===== src/rtl/raiz_tmp_hist.sv =====
// Purpose: history shift register and convergence/oscillation/timeout detector for the iterative square-root loop.
// Latency: captures, Iter_cnt and flags update on the capturing edge; Diff is combinational.
// Backpressure: none; LD_TMP is accepted every cycle in RUN and ignored elsewhere, LD always wins.
module raiz_tmp_hist #(
    parameter int WIDTH    = 16,
    parameter int DEPTH    = 4,
    parameter int MAX_ITER = 32,
    parameter int TOL      = 0
) (
    input  logic                             CLK,
    input  logic                             RST_N,
    input  logic                             LD,
    input  logic                             LD_TMP,
    input  logic [WIDTH-1:0]                 Resultado,
    output logic [WIDTH-1:0]                 TMP_out,
    output logic [WIDTH-1:0]                 TMP_prev,
    output logic [DEPTH*WIDTH-1:0]           Hist_flat,
    output logic [WIDTH-1:0]                 Diff,
    output logic [$clog2(MAX_ITER+1)-1:0]    Iter_cnt,
    output logic                             Busy,
    output logic                             Converged,
    output logic                             Oscillating,
    output logic                             Timeout
);

    localparam int                CNT_W = $clog2(MAX_ITER + 1);
    localparam logic [WIDTH-1:0]  TOL_W = WIDTH'(TOL);
    // Count value seen on the capture that reaches MAX_ITER.
    localparam logic [CNT_W-1:0]  LAST  = CNT_W'(MAX_ITER - 1);
    localparam logic [CNT_W-1:0]  TWO   = CNT_W'(2);

    typedef enum logic [2:0] {
        S_IDLE,
        S_RUN,
        S_CONV,
        S_OSC,
        S_TOUT
    } state_t;

    state_t             state_q, state_d;
    logic [WIDTH-1:0]   hist [DEPTH];
    logic [CNT_W-1:0]   cnt_q;
    logic               clr, cap;
    logic               busy_q, conv_q, osc_q, tout_q;

    // Magnitude as larger-minus-smaller so the result never wraps.
    assign Diff = (Resultado >= hist[0]) ? (Resultado - hist[0]) : (hist[0] - Resultado);

    // State register.
    always_ff @(posedge CLK or negedge RST_N) begin
        if (!RST_N) state_q <= S_IDLE;
        else        state_q <= state_d;
    end

    // Next state: LD restarts from anywhere; a capture in RUN is judged against pre-shift history.
    always_comb begin
        state_d = state_q;
        clr     = 1'b0;
        cap     = 1'b0;
        if (LD) begin
            clr     = 1'b1;
            state_d = S_RUN;
        end else if (state_q == S_RUN && LD_TMP) begin
            cap = 1'b1;
            if (cnt_q != '0 && Diff <= TOL_W)
                state_d = S_CONV;
            else if (cnt_q >= TWO && Resultado == hist[1] && Resultado != hist[0])
                state_d = S_OSC;
            else if (cnt_q == LAST)
                state_d = S_TOUT;
        end
    end

    // History shift and capture counter.
    always_ff @(posedge CLK or negedge RST_N) begin
        if (!RST_N) begin
            for (int i = 0; i < DEPTH; i++) hist[i] <= '0;
            cnt_q <= '0;
        end else if (clr) begin
            for (int i = 0; i < DEPTH; i++) hist[i] <= '0;
            cnt_q <= '0;
        end else if (cap) begin
            for (int i = DEPTH - 1; i > 0; i--) hist[i] <= hist[i-1];
            hist[0] <= Resultado;
            cnt_q   <= cnt_q + 1'b1;
        end
    end

    // Flags registered from the next-state decode so each output is a plain flop.
    always_ff @(posedge CLK or negedge RST_N) begin
        if (!RST_N) begin
            busy_q <= 1'b0;
            conv_q <= 1'b0;
            osc_q  <= 1'b0;
            tout_q <= 1'b0;
        end else begin
            busy_q <= (state_d == S_RUN);
            conv_q <= (state_d == S_CONV);
            osc_q  <= (state_d == S_OSC);
            tout_q <= (state_d == S_TOUT);
        end
    end

    genvar g;
    generate
        for (g = 0; g < DEPTH; g++) begin : g_flat
            assign Hist_flat[g*WIDTH +: WIDTH] = hist[g];
        end
    endgenerate

    assign TMP_out     = hist[0];
    assign TMP_prev    = hist[1];
    assign Iter_cnt    = cnt_q;
    assign Busy        = busy_q;
    assign Converged   = conv_q;
    assign Oscillating = osc_q;
    assign Timeout     = tout_q;

endmodule


===== config.mk =====
export PLATFORM = sky130hd
export DESIGN_NAME = raiz_tmp_hist
export DESIGN_NICKNAME = d
export VERILOG_FILES = /design/src/rtl/raiz_tmp_hist.sv
export SDC_FILE = /design/constraint.sdc
export NUM_CORES = 1
export LEC_CHECK = 0
export CAP_MARGIN = 20
export CELL_PAD_IN_SITES_DETAIL_PLACEMENT = 1
export CELL_PAD_IN_SITES_GLOBAL_PLACEMENT = 1
export CORE_UTILIZATION = 50
export CTS_CLUSTER_DIAMETER = 60
export DETAILED_ROUTE_END_ITERATION = 6
export DONT_BUFFER_PORTS = 1
export PLACE_DENSITY = 0.81
export REMOVE_ABC_BUFFERS = 1
export SYNTH_ARGS = -nofsm -noshare
export SYNTH_HDL_FRONTEND = slang
export SYNTH_SLANG_ARGS = --single-unit

===== constraint.sdc =====
create_clock -name CLK -period 6.7 [get_ports CLK]
set_input_delay 1.005 -clock CLK [delete_from_list [all_inputs] [get_ports CLK]]
set_output_delay 1.005 -clock CLK [all_outputs]
set_load 0.005 [all_outputs]

==> results.py, run 1 <==
metrics = {
    "sta": {
        "tightest_slew_ns": 0.787,
        "slew_viol_final": 0,
        "rsz0062_at_grt": "false",
        "hold_viol": 0,
        "post-route-period-util_pct": 69.7,
        "fin_tns_setup_ns": 0,
        "worst_clock_skew_ns": 0.0143,
        "finalSetupViolations": 0,
        "fmax_ghz": 0.214,
        "slew_headroom_pct": 47.1,
        "period_needed_ns": 4.67,
    },
    "setup_path": {
        "endpoint_kind": "output pin",
        "worstReg2RegEnd": "state_q[0]",
        "worstSetupEndpoint": "Diff[15]",
        "crit_fanout": 11,
        "r2r-start": "TMP_out[9]",
        "r2r_cells": 11,
        "ff2ff_setup_slack_ns": 2.28,
        "required_ns": 5.69,
        "critPathLaunch": "Resultado[9]",
        "arrival_ns": 3.67,
        "critPathKind": "in2out",
        "critPathLaunchType": "input port",
    },
    "yosys": {
        "syn_area_mm2": 0.00544,
        "yosys_warnings": 0,
        "synth_cell_types": 65,
        "synth_flop_cell": "dfrtp_1",
        "syn_inst": 675,
        "avgSynthCellArea_um2": 8.07,
        "synth_top_area_share_pct": 35.4,
        "synthTopCellsByArea": "dfrtp_1 (35%), nand2_1 (10%), a21oi_1 (8.4%), ha_1 (7.8%), buf_4 (5.0%)",
        "ys_ff_latch": 77,
        "synthArstFlopShare_pct": 100,
        "synth_area_leader_cell": "dfrtp_1",
        "synth_edf_count": 0,
        "ys_seq_area_share_pct": 35.4,
    },
    "clocking": {
        "cts_setup_buffers": 0,
        "cts.sinks": 77,
        "clockRootBuffer": "clkbuf_8",
        "clock_latency_ns": 0.36,
        "h-tree-depth": 3,
        "numCtsBuffers": 9,
        "ctsHoldBuffers": 0,
        "cts.clk_slew.worst_paths_ns": 0.08,
        "cts.repair.resized": 0,
        "ctsLongestPathBuffers": 2,
        "cts_tree": "done",
    },
    "route": {
        "drt-total-wl_mm": 15.6,
        "num_vias": 4525,
        "drt_iter0_drc": 279,
        "post_drt_via_cell_ratio": 5.94,
        "drc": 0,
        "first_pass_iters": 4,
        "wl_per_cell_um": 20.5,
        "drtAntennaViolNets": 0,
    },
    "place": {
        "place_congestion": 0.893,
        "io_buffers": 0,
        "dp.cells": 745,
        "hpwl_mm": 11.3,
    },
    "layout": {
        "layout-drive-gt1-share_pct": 5.11,
        "synthToLayoutAreaGrowth_pct": -0.666,
        "antenna_cells": 0,
        "layoutNonFillerInstCount": 762,
        "nets": 677,
    },
    "global_route": {
        "grt-ovfl-total": 0,
        "antenna_found_initial": 0,
        "grt_pass1_wl_mm": 24.5,
        "grt.total_usage_pct": 28.0,
        "grt_max_degree": 79,
        "grt_pass1_vias": 4648,
    },
    "floorplanning": {
        "core-area_mm2": 0.0105,
        "dieArea_mm2": 0.0113,
        "ios": 142,
        "rows": 37,
        "die-width_um": 106,
        "start_util_pct": 52.0,
        "fp.dieH_um": 106,
    },
    "pwr": {
        "p_leak_nw": 2.37,
        "power_w": 0.00108,
        "irDropWorstVdd_v": 0.000160,
        "powerDensity_mw_per_mm2": 199,
    },
    "flow_run": {
        "maxCapViolations": 0,
    },
    "outcome": {
        "run_status": "completed",
    },
    "min_path": {
        "hp-class": "in2async",
    },
}
-- where the power goes --
group	leakage [nW]	switching [W]	internal, W
clock network	0.0853	0.000189	0.000147
logic	1.23	0.000157	0.0000877
registers	1.05	0.0000232	0.000475
total	2.37	0.000369	0.000709
-- flip-flops by register name, summed over array words and instances, names as in the netlist --
register / count
TMP_prev: 16
TMP_out: 16
Converged: 1
Hist_flat: 32
Busy: 1
Oscillating: 1
Iter_cnt: 6
state_q: 3
Timeout: 1
-- layout make-up --
class | count | area, um2
Clock inverter | 6 | 45.0
Tap cell | 136 | 170
Inverter | 47 | 176
Fill cell | 1305 | 5050
Timing Repair Buffer | 3 | 27.5
Sequential cell | 77 | 1930
Clock buffer | 10 | 138
Multi-Input combinational cell | 483 | 2920
-- worst max-delay path, stage by stage --
cell and delay, ns:
inv_1 0.02, ha_1 0.57, nand4_4 0.20, o41a_1 0.49
o211ai_1 0.35, nor2_1 0.27, mux2i_1 0.31, o211ai_1 0.16
xor2_1 0.29
-- synth_stat cells, drive strengths merged (6+ instances only) --
| cell type | n |
|---|---|
| a211oi | 7 |
| a21o | 7 |
| a21oi | 93 |
| a31oi | 6 |
| buf | 45 |
| clkbuf | 23 |
| dfrtp | 77 |
| ha | 34 |
| inv | 47 |
| mux2i | 8 |
| nand2 | 151 |
| nand3 | 10 |
| nand4 | 8 |
| nor2 | 28 |
| nor3 | 9 |
| nor4 | 6 |
| o21ai | 21 |
| xnor2 | 12 |
| xor2 | 19 |
-- cell families after synthesis --
logic type               share of synthesized area, %
AO/OA/AOI/OAI                                    17.9
XOR/XNOR                                         4.99
adder cells (fa/ha/maj)                          8.55
buffers and inverters                            11.0
flip-flops                                       35.4
multiplexers                                     1.47
AND/OR/NAND/NOR                                  20.7
-- layer usage --
| metal | vias up | track usage (%) | wire (um) |
|---|---|---|---|
| met1 | 2237 | 33.9 | 6610 |
| met5 | - | 0 | 0 |
| met4 | 0 | 9.52 | 357 |
| met3 | 22 | 8.22 | 944 |
| met2 | 137 | 47.3 | 7710 |
| li1 | 2129 | - | - |
-- through the flow --
step	utilization [%]	setup slack (ns)	instance area, um2	hold slack, ns
final	51.7	2.03	5410	0.331
after global routing	51.7	1.85	5410	0.310
after CTS	51.6	2.06	5400	0.312
after detailed placement	49.8	1.86	5210	0.430
after global placement	49.8	1.98	5210	0.421
after floorplan	-	2.32	5020	0.401
-- cells in the final DEF, fill, tap and decap left out, types with 3 or more instances in the layout --
| master | count |
|---|---|
| dfrtp_1 | 77 |
| a31oi_1 | 5 |
| nand2_1 | 149 |
| nor3_1 | 9 |
| o211ai_1 | 4 |
| xor2_1 | 19 |
| inv_1 | 47 |
| nor2b_1 | 3 |
| and2_1 | 3 |
| nand3_1 | 10 |
| nor4_1 | 6 |
| o31ai_1 | 3 |
| a211oi_1 | 7 |
| clkinvlp_4 | 3 |
| xnor2_1 | 12 |
| o21a_1 | 5 |
| or3_1 | 5 |
| nand2b_1 | 4 |
| clkbuf_8 | 10 |
| nand4_1 | 5 |
| o21ai_0 | 16 |
| a21oi_1 | 91 |
| mux2i_1 | 8 |
| a21o_1 | 7 |
| nor2_1 | 28 |
| ha_1 | 34 |
| o21ai_1 | 4 |
-- how the worst min path moves through the flow --
stage	cells past startpoint	to	from
after CTS	0	TMP_out[9]	RST_N
final	0	TMP_out[10]	RST_N
after detailed placement	1	Converged	state_q[2]
after floorplan	1	Converged	state_q[2]
after global placement	1	Converged	state_q[2]
after global routing	0	Iter_cnt[4]	RST_N
Note: power is estimated with default switching activity, not from simulation.
==> run 2: changes to the inputs <==
--- a/config.mk
+++ b/config.mk
@@ -8,11 +8,11 @@
 export CAP_MARGIN = 20
 export CELL_PAD_IN_SITES_DETAIL_PLACEMENT = 1
 export CELL_PAD_IN_SITES_GLOBAL_PLACEMENT = 1
-export CORE_UTILIZATION = 50
+export CORE_UTILIZATION = 47
 export CTS_CLUSTER_DIAMETER = 60
 export DETAILED_ROUTE_END_ITERATION = 6
 export DONT_BUFFER_PORTS = 1
-export PLACE_DENSITY = 0.81
+export PLACE_DENSITY = 0.77
 export REMOVE_ABC_BUFFERS = 1
 export SYNTH_ARGS = -nofsm -noshare
 export SYNTH_HDL_FRONTEND = slang
==> constraint.sdc (replaced) <==
create_clock -name CLK -period 4.55 [get_ports CLK]
set_input_delay 0.6825 -clock CLK [delete_from_list [all_inputs] [get_ports CLK]]
set_output_delay 0.6825 -clock CLK [all_outputs]
set_load 0.005 [all_outputs]
==> results.py, run 2 (synthesized netlist as in run 1, its figures left out) <==
metrics = {
    "outcome": {
        "run_status": "completed",
    },
    "layout": {
        "mostFrequentLayoutCell": "nand2_1",
        "stdcell_area_mm2": 0.00556,
        "fill_cells": 1337,
        "antenna_cells": 0,
        "final_cell_mix": "nand2_1 (149), a21oi_1 (91), dfrtp_1 (77)",
        "layout-drive-gt1-share_pct": 6.31,
        "nets": 685,
        "synthToLayoutAreaGrowth_pct": 2.18,
        "largest_register_ffs": 32,
    },
    "setup_path": {
        "ff2ff_setup_slack_ns": 0.32,
        "arrival_ns": 4.47,
        "endpoint_kind": "register",
        "worstReg2RegEnd": "state_q[0]",
        "critPathLaunchType": "register",
        "r2r-start": "TMP_out[6]",
        "critical-path-max-stage-delay_ns": 0.57,
        "critPathKind": "reg2reg",
        "crit_fanout": 11,
        "crit_slowest_cell": "or4_4",
        "path_delay_family": "simple AND/OR/NAND/NOR gates",
        "path_buf_inv": 0,
        "required_ns": 4.79,
        "r2r_cells": 11,
        "path_cells": "ha_1 > nand4_2 > o41a_1 > o211a_2 > nand2_4 > mux2i_1 > xnor2_1 > or4b_1 > or4_4 > or2_1 > a31o_1",
    },
    "place": {
        "dp_slack_ns": 0.157,
        "io_buffers": 0,
        "place_congestion": 0.908,
        "postPlaceCellArea_mm2": 0.00529,
        "hpwl_mm": 11.3,
    },
    "sta": {
        "slew_viol_final": 0,
        "fin_tns_setup_ns": 0,
        "period_needed_ns": 4.23,
        "worst_clock_skew_ns": 0.0110,
        "fmax_ghz": 0.236,
        "layout_setup_ws_ns": 0.320,
        "tightest_slew_ns": 0.970,
        "post-route-period-util_pct": 93.0,
        "rsz0062_at_grt": "false",
        "finalSetupViolations": 0,
        "slew_headroom_pct": 33.6,
        "hold_viol": 0,
    },
    "pwr": {
        "seqPwrFrac_pct": 40.7,
        "p_leak_nw": 2.44,
        "clkPwrFrac_pct": 38.5,
        "irDropWorstVdd_v": 0.000243,
        "p_switching_w": 0.000579,
        "netSwitchingFraction_pct": 32.1,
        "p_int_w": 0.00123,
        "powerDensity_mw_per_mm2": 324,
        "p_comb_share_pct": 20.8,
    },
    "floorplanning": {
        "fp.dieH_um": 110,
        "rows": 38,
        "die-width_um": 110,
        "start_util_pct": 49.1,
        "ios": 142,
        "dieArea_mm2": 0.0120,
        "core-area_mm2": 0.0111,
    },
    "clocking": {
        "h-tree-depth": 3,
        "ctsLongestPathBuffers": 2,
        "numCtsBuffers": 9,
        "cts.clk_slew.worst_paths_ns": 0.07,
        "cts.repair.resized": 0,
        "cts_setup_buffers": 0,
        "ctsHoldBuffers": 0,
        "cts.sinks": 77,
        "clock_latency_ns": 0.35,
        "cts_tree": "done",
        "clockRootBuffer": "clkbuf_16",
    },
    "global_route": {
        "antenna_found_initial": 0,
        "grt_max_degree": 79,
        "grt_pass1_wl_mm": 24.3,
        "grt.total_usage_pct": 27.0,
        "grt_pass1_vias": 4641,
        "grt-ovfl-total": 0,
    },
    "route": {
        "num_vias": 4548,
        "first_pass_iters": 4,
        "wl_per_cell_um": 20.2,
        "post_drt_via_cell_ratio": 5.88,
        "drt_iter0_drc": 319,
        "drc": 0,
        "drt-total-wl_mm": 15.6,
        "drtAntennaViolNets": 0,
    },
    "min_path": {
        "hp-class": "in2async",
    },
    "flow_run": {
        "maxCapViolations": 0,
    },
}
[run 2: final cells by class]
| cell class | instances | area, um2 | area share [%] |
|---|---|---|---|
| timing repair buffer | 11 | 82.6 | 1.48 |
| inverter | 47 | 176 | 3.17 |
| clock inverter | 5 | 35.0 | 0.630 |
| clock buffer | 11 | 243 | 4.36 |
| tap | 140 | 175 | 3.15 |
| multi-input combinational | 483 | 2920 | 52.6 |
| sequential | 77 | 1930 | 34.6 |
[run 2: power by group through the flow]
stage | clock network [W] | registers (W) | logic [W]
after floorplan | 0 | 0.000737 | 0.000268
after global placement | 0 | 0.000747 | 0.000367
after detailed placement | 0 | 0.000748 | 0.000374
after CTS | 0.000707 | 0.000735 | 0.000376
after global routing | 0.000727 | 0.000739 | 0.000414
final | 0.000694 | 0.000734 | 0.000376
[run 2: how the worst max path moves through the flow]
stage / from / end / slack, ns / cells past startpoint
3_5_place_dp: Resultado[6] / state_q[0] / 0.16 / 12
6_report: TMP_out[6] / state_q[0] / 0.32 / 11
5_1_grt: TMP_out[6] / state_q[0] / 0.08 / 11
3_3_place_gp: Resultado[6] / state_q[0] / 0.27 / 12
2_1_floorplan: Resultado[9] / state_q[0] / 0.49 / 12
4_1_cts: TMP_out[6] / state_q[0] / 0.34 / 11
[run 2: through the flow]
stage	power, W	hold slack [ns]	util (%)	std cells
finish	0.00180	0.0194	50.2	774
CTS	0.00182	0.0102	50.2	774
global route	0.00188	0.0147	50.2	774
global placement	0.00111	0.388	47.7	758
floorplan	0.00100	0.387	-	607
detailed placement	0.00112	0.389	47.7	758
[run 2: layer usage]
metal / GRT usage [%] / up-vias / wire, um
met5: 0 / - / 0
met4: 11.1 / 0 / 336
met3: 7.05 / 22 / 1090
met2: 45.9 / 150 / 7760
met1: 32.4 / 2228 / 6420
li1: - / 2148 / -
